File: src/rtl/sram_pkg.sv
// sram_pkg: shared state encoding and default timing for the async-SRAM controller
package sram_pkg;
    typedef enum logic [2:0] {IDLE, RD, WSETUP, WR, WHOLD, RECOVER} state_t;
    localparam int RD_CYC_DEF   = 4;
    localparam int WR_CYC_DEF   = 4;
    localparam int TURN_CYC_DEF = 1;
    function automatic int max3(input int a, input int b, input int c);
        int m;
        m = (a > b) ? a : b;
        return (m > c) ? m : c;
    endfunction
endpackage

File: src/rtl/sram_phase_timer.sv
// sram_phase_timer: loadable down-counter that flags the last cycle of a phase
module sram_phase_timer #(
    parameter int W = 3
) (
    input  logic         clk,
    input  logic         rst,
    input  logic         load,
    input  logic [W-1:0] load_val,
    output logic         done
);
    logic [W-1:0] cnt;
    always_ff @(posedge clk) begin
        if (rst)
            cnt <= '0;
        else if (load)
            cnt <= load_val;
        else if (cnt != '0)
            cnt <= cnt - 1'b1;
    end
    assign done = cnt == '0;
endmodule

File: src/rtl/sram_ctrl.sv
// sram_ctrl: valid/ready front end sequencing an asynchronous SRAM with
// parameterised read, write and bus-turnaround phase lengths
module sram_ctrl
    import sram_pkg::*;
#(
    parameter int AW       = 17,
    parameter int DW       = 8,
    parameter int RD_CYC   = RD_CYC_DEF,
    parameter int WR_CYC   = WR_CYC_DEF,
    parameter int TURN_CYC = TURN_CYC_DEF
) (
    input  logic          clk,
    input  logic          rst,
    input  logic          req_valid,
    output logic          req_ready,
    input  logic          req_write,
    input  logic [AW-1:0] req_addr,
    input  logic [DW-1:0] req_wdata,
    output logic          rsp_valid,
    output logic [DW-1:0] rsp_rdata,
    output logic          busy,
    output logic [AW-1:0] ram_addr,
    input  logic [DW-1:0] ram_dq_in,
    output logic [DW-1:0] ram_dq_out,
    output logic          ram_dq_oe,
    output logic          ram_ce_,
    output logic          ram_oe_,
    output logic          ram_we_
);
    localparam int CW = $clog2(max3(RD_CYC, WR_CYC, TURN_CYC)) + 1;

    state_t        state, next_state;
    logic          done, load;
    logic [CW-1:0] load_val;
    logic          ce_d, oe_d, we_d, dq_oe_d;

    assign req_ready = (state == IDLE) && !rst;
    assign busy      = state != IDLE;
    assign load      = next_state != state;
    assign load_val  = next_state == RD      ? CW'(RD_CYC - 1) :
                       next_state == WR      ? CW'(WR_CYC - 1) :
                       next_state == RECOVER ? CW'(TURN_CYC - 1) : '0;

    sram_phase_timer #(.W(CW)) u_timer (
        .clk      (clk),
        .rst      (rst),
        .load     (load),
        .load_val (load_val),
        .done     (done)
    );

    always_ff @(posedge clk) begin
        if (rst) begin
            state      <= IDLE;
            ram_ce_    <= 1'b1;
            ram_oe_    <= 1'b1;
            ram_we_    <= 1'b1;
            ram_dq_oe  <= 1'b0;
            ram_addr   <= '0;
            ram_dq_out <= '0;
            rsp_valid  <= 1'b0;
            rsp_rdata  <= '0;
        end else begin
            state     <= next_state;
            ram_ce_   <= ce_d;
            ram_oe_   <= oe_d;
            ram_we_   <= we_d;
            ram_dq_oe <= dq_oe_d;
            rsp_valid <= (state == RD) && done;
            if ((state == RD) && done)
                rsp_rdata <= ram_dq_in;
            if (req_valid && req_ready) begin
                ram_addr   <= req_addr;
                ram_dq_out <= req_wdata;
            end
        end
    end

    always_comb begin
        next_state = state;
        case (state)
            IDLE:    if (req_valid) next_state = req_write ? WSETUP : RD;
            RD:      if (done) next_state = RECOVER;
            WSETUP:  next_state = WR;
            WR:      if (done) next_state = WHOLD;
            WHOLD:   next_state = RECOVER;
            RECOVER: if (done) next_state = IDLE;
            default: next_state = IDLE;
        endcase
    end

    // Strobes are registered from the upcoming state so they align with it
    always_comb begin
        ce_d    = !(next_state inside {RD, WSETUP, WR, WHOLD});
        oe_d    = next_state != RD;
        we_d    = next_state != WR;
        dq_oe_d = next_state inside {WSETUP, WR, WHOLD};
    end
endmodule

File: config.mk
export PLATFORM = sky130hd
export DESIGN_NAME = sram_ctrl
export DESIGN_NICKNAME = d
export VERILOG_FILES = /design/src/rtl/sram_pkg.sv /design/src/rtl/sram_phase_timer.sv /design/src/rtl/sram_ctrl.sv
export SDC_FILE = /design/constraint.sdc
export NUM_CORES = 1
export LEC_CHECK = 0
export CORE_MARGIN = 2
export CORE_UTILIZATION = 44
export CTS_BUF_LIST = sky130_fd_sc_hd__clkbuf_2 sky130_fd_sc_hd__clkbuf_4 sky130_fd_sc_hd__clkbuf_8
export DETAILED_ROUTE_END_ITERATION = 7
export PLACE_DENSITY = 0.82
export SYNTH_ARGS = -nofsm -noshare
export SYNTH_HDL_FRONTEND = slang
export SYNTH_SLANG_ARGS = --single-unit
File: constraint.sdc
create_clock -name clk -period 2.1 [get_ports clk]
set_clock_uncertainty 0.1 [all_clocks]
set_input_delay 0.63 -clock clk [delete_from_list [all_inputs] [get_ports clk]]
set_output_delay 0.63 -clock clk [all_outputs]
set_load 0.05 [all_outputs]
Word-level counts from Yosys, hierarchy flattened
Index checks and enable logic that the tools add are counted.
{"block": "totals", "ff_bits": 44, "wordCells": 45}
{"block": "op_classes", "n_addsub": 1, "n_eq_ne": 12, "mux": 10, "reduce_logical": 12}
{"cell": "3-bit 2-to-1 mux", "count": 6}
{"cell": "3-bit case mux with 6 select lines", "count": 1}
{"cell": "3-bit by 2-bit equality test with 1-bit output, second input constant", "count": 4}
{"cell": "3-bit equality test, second input constant", "count": 3}
{"cell": "3-bit nonzero test", "count": 3}
{"cell": "3-bit by 1-bit equality test with 1-bit output, second input constant", "count": 2}
{"cell": "3-bit zero test", "count": 2}
{"cell": "2-bit 2-to-1 mux", "count": 3}
{"cell": "4-bit nonzero test", "count": 1}
{"cell": "1-bit logical AND", "count": 3}
{"cell": "3-bit by 1-bit inequality test with 1-bit output, second input constant", "count": 1}
{"cell": "3-bit by 2-bit inequality test with 1-bit output, second input constant", "count": 1}
{"cell": "3-bit inequality test", "count": 1}
{"cell": "3-bit by 1-bit subtractor with 3-bit output, second input constant", "count": 1}
{"cell": "1-bit zero test", "count": 2}
{"cell": "2-bit nonzero test", "count": 1}

Longest topological paths before layout
{"block": "depth", "ltp_word": 7, "mapped_depth": 6, "depth_no_buf": 5}

Modules after synthesis
A second synthesis with hierarchy kept.
{"block": "hier_totals", "cells_unflattened": 211, "hier_area_um2": 1781.7}
{"module": "sram_ctrl", "instances": 1, "cells_each": 189, "area_per_inst_um2": 1575.3, "seq_area_each_um2": 820.8}
{"module": "sram_phase_timer", "instances": 1, "cells_each": 22, "area_per_inst_um2": 206.4, "seq_area_each_um2": 60.1}

Worst setup path after synthesis
OpenSTA, ideal clock, no wires.
{"block": "synth_timing", "path_type": "flip-flop to output port", "start": "register state[2]", "end": "output req_ready", "t_arrival_ns": 1.697, "required_time_ns": 1.370, "path_slack_ns": -0.327, "stages_incl_launch_ff": 5, "path_buffers": 1, "cell_sequence": "dfxtp_1 > buf_2 > nor3_1 > inv_1 > nor2_1"}
{"block": "synth_via", "elab_chain_len": 2}
{"element": "start, declared", "line_no": "sram_ctrl.sv:32", "text": "state_t state, next_state;"}
{"element": "start signal, assigned", "line_no": "sram_ctrl.sv:64", "text": "state <= next_state;"}
{"element": "3-bit zero test", "line_no": "sram_ctrl.sv:37", "text": "assign req_ready = (state == IDLE) && !rst;"}
{"element": "1-bit logical AND", "line_no": "sram_ctrl.sv:37"}
{"element": "end, declared", "line_no": "sram_ctrl.sv:15", "text": "output logic req_ready,"}
No other way between the ends.

Worst setup path in the final report
{"block": "layout_timing", "start": "register state[0]", "end": "output req_ready"}
Same word-level chain as after synthesis.

==> metrics.log <==
[metrics] Seq/Total Area, Yosys: roughly 47%
[metrics] most used cells in the layout excluding fill and tap cells: sky130_fd_sc_hd__buf_4, sky130_fd_sc_hd__dfxtp_1, sky130_fd_sc_hd__clkdlybuf4s50_1, sky130_fd_sc_hd__nor2b_1, sky130_fd_sc_hd__mux2_4
[metrics] number of sinks on the clock net: 44
[metrics] slowest cell on the critical path: sky130_fd_sc_hd__dfxtp_1
[metrics] Net Sw Power: 1.34 mW
[metrics] via count of the first global-routing pass: 1484
[metrics] share of the clock period used by the worst path: 95.3%
[metrics] relative slew slack: a little over two thirds
[metrics] Post-Syn Nets: around 210
[metrics] Switching Fraction: 40.1%
[metrics] part of the power in the clock network: 19.8%
[metrics] cells along the critical path: nor3_2 > inv_1 > nor2_4 > buf_12
[metrics] detailed-route vias per instance: 4.94
[metrics] total length of routed wires: ~4000 um
[metrics] Critical Setup Path Class: reg -> out
[metrics] number of violations reported at the end of detailed-routing iteration 0: 67
[metrics] nets@finish: 294
[metrics] CTS HTree Levels: 2
[metrics] Post-Synthesis Mean Instance Area: between 10 and 15 um^2
[metrics] Internal Pwr Total: 2.01 mW
[metrics] result of the run: complete, no violations
[metrics] Tot GR Track Use: 17.3%
[metrics] top cells by area in the synthesized netlist: sky130_fd_sc_hd__dfxtp_1, sky130_fd_sc_hd__mux2_4, sky130_fd_sc_hd__nor2b_1
[metrics] routed length per placed instance: 13.0 um
[metrics] number of warnings printed during yosys synthesis: 0
[metrics] detailed placer's ending HPWL: 2970 um
[metrics] die extent in x: 69.5 um
[metrics] total power of the final layout: 3.35 mW
[metrics] Non-Filler Instances: 306
[metrics] Worst Path Required: between 1 and 1.5 ns
[metrics] master cell of the clock root buffer: sky130_fd_sc_hd__clkbuf_8
[metrics] pin count of the biggest net entering global routing: 26
[metrics] instance count of the mapped netlist: 174
[metrics] residual antenna-violating net count after detailed routing: 0
[metrics] core area: 4060 um^2
[metrics] combinational cell fraction of total power: 47.6%
[metrics] setup repair after global routing missed its margin: no
[metrics] synth unique cells: 31
[metrics] die height: 69.5 um
[metrics] Peak supply drop: 536 uV
[metrics] wire length of the first global-routing pass: between 6000 and 7000 um
[metrics] cell accounting for the most synthesized area: sky130_fd_sc_hd__dfxtp_1
[metrics] number of buffer cells added on primary ports: 76
[metrics] Initial Util: 46.5%
[metrics] post-synth top area share: 46.7%
[metrics] layout cell share with drive strength beyond 1: 34.8%
[metrics] max-slew violations: 0
[metrics] Yosys reg bits: 44
[metrics] area overhead of the layout relative to synthesis: 47.9%
[metrics] final count of hold timing violations: 0
[metrics] sum of overflow across all layers after global routing: 0
[metrics] clock buffer count from CTS: 5
[metrics] count of TritonRoute iterations in the first routing pass: 4
[metrics] Setup crit start kind: flip-flop
[metrics] family with the most delay on the worst path: flip-flops
[metrics] crit path capture type: output port
[metrics] post-detailed-route DRC marker count: 0
[metrics] fraction of power consumed by sequential logic: 32.6%
[metrics] Critical path buffers and inverters: 2
[metrics] CTS clock-pin slew for the worst setup and hold paths: about 0.09 ns
[metrics] kind of path behind the tightest hold check: reg -> reg
[metrics] worst skew pair latency: 0.30 ns
[metrics] initial antenna violation count: 0
[metrics] worst-case clock buffer depth: 2
[metrics] Max Cap Viol: 0
[metrics] total number of vias: 1511
[metrics] FILL cells: a little over 300
[metrics] highest clock rate: 499 MHz
[metrics] CTS tree: built
[metrics] Cell Rows: 23
[metrics] number of placed instances, taps included: 297
[metrics] minimum clock period: 2.00 ns
[metrics] area of the die: ~4800 um^2
[metrics] CP max FO: 8
[metrics] CP Data Arrival Time: 1.27 ns
[metrics] weighted congestion reported at the end of routability-driven placement: 0.795
[metrics] Leak Pwr: 1.25 nW
[metrics] power per standard cell area: 1200 nW/um^2
[metrics] peak per-stage delay on the critical path: about 0.4 ns
[metrics] area of the mapped netlist: 1890 um^2
[metrics] # IOs: 77
[metrics] Final Setup Violations: 0
[metrics] pin slew with the least headroom to its limit: 0.437 ns
[metrics] total inserted antenna cells: 0
[synthesized netlist by cell type (all sizes together)]
cell     n
nand3   11
a31oi    1
inv      5
nand2b   3
o21ai   10
nand2    1
a32oi    1
clkbuf   5
a21oi   13
or2      1
mux2    26
mux2i    1
nor3     3
nor2     5
buf      6
o21a     1
a2111o   1
ha       2
nor2b   26
dfxtp   44
a211oi   1
and3b    1
nand3b   3
xnor2    1
nor3b    2
[worst reg2reg max path, delay by kind of cell, from the launching register on]
family | cells | cell delay (ns)
fa+ha+maj | 1 | 0.21
simple gates | 1 | 0.46
compound gates | 2 | 0.31
buf+inv | 1 | 0.08
flops | 1 | 0.33
[through the flow]
step	util, %	setup TNS [ns]	hold WS, ns	setup slack [ns]	instance area (um^2)
2_1_floorplan	-	0	0.398	0.0351	1900
3_3_place_gp	65.6	-2.83	0.362	-0.124	2660
6_report	68.8	0	0.379	0.0978	2790
5_1_grt	68.8	0	0.409	0.0101	2790
4_1_cts	68.8	0	0.379	0.0882	2790
3_5_place_dp	65.6	-3.34	0.367	-0.143	2660
[final timing paths]
path	from	to	slack (ns)	depth (start not counted)
worst max-delay path	state[0]	req_ready	0.1	4
worst min-delay path	rsp_rdata[4]	rsp_rdata[4]	0.38	2
worst max register to register	u_timer.cnt[0]	state[0]	0.53	5
worst min register to register	rsp_rdata[4]	rsp_rdata[4]	0.38	2
[state kept, by name, summed over array words and instances (netlist names)]
signal       count
ram_addr        17
ram_dq_out       8
rsp_rdata        8
state            3
u_timer.cnt      3
ram_ce_          1
ram_dq_oe        1
ram_oe_          1
ram_we_          1
rsp_valid        1
[what timing repair did]
item | in CTS | in global routing
setup endpoints to repair | 1 | 0
buffers inserted | 1 | 0
hold endpoints to repair | 0 | 0
gates resized for setup | 3 | 0
hold buffers | 0 | 0
[cell families (layout without fill, tap and decap cells)]
kind of cell    Yosys count  in the layout  share of synthesized area, %
compound gates           28             28                          8.29
buf+inv                  16             98                          4.51
flops                    44             44                          46.7
simple gates             56             56                          18.7
fa+ha+maj                 2              2                          1.33
mux                      27             27                          20.0
xor+xnor                  1              1                         0.464
[power by group through the flow]
stage	combinational, mW	clock [mW]	sequential, mW
after floorplan	0.662	0	1.57
after global placement	1.58	0	1.10
after detailed placement	1.61	0	1.11
after CTS	1.61	0.677	1.09
after global routing	1.69	0.710	1.12
final	1.60	0.662	1.09
[layout make-up]
| class | instances | area [um^2] | share of cell area, % |
|---|---|---|---|
| inverters | 5 | 18.8 | 0.672 |
| well taps | 50 | 62.6 | 2.24 |
| multi-input cells | 114 | 933 | 33.4 |
| repair buffers | 85 | 781 | 28.0 |
| clock inverters | 3 | 46.3 | 1.66 |
| clock buffers | 5 | 68.8 | 2.47 |
| flip-flops and latches | 44 | 881 | 31.6 |
[layer usage]
layer	vias to the layer above	wire, um	track usage (%)
met5	-	0	0
met1	716	1680	20.8
met4	0	66	5.88
li1	750	-	-
met3	6	202	4.65
met2	39	2030	29.6
Note: power is estimated with default switching activity, not from simulation.
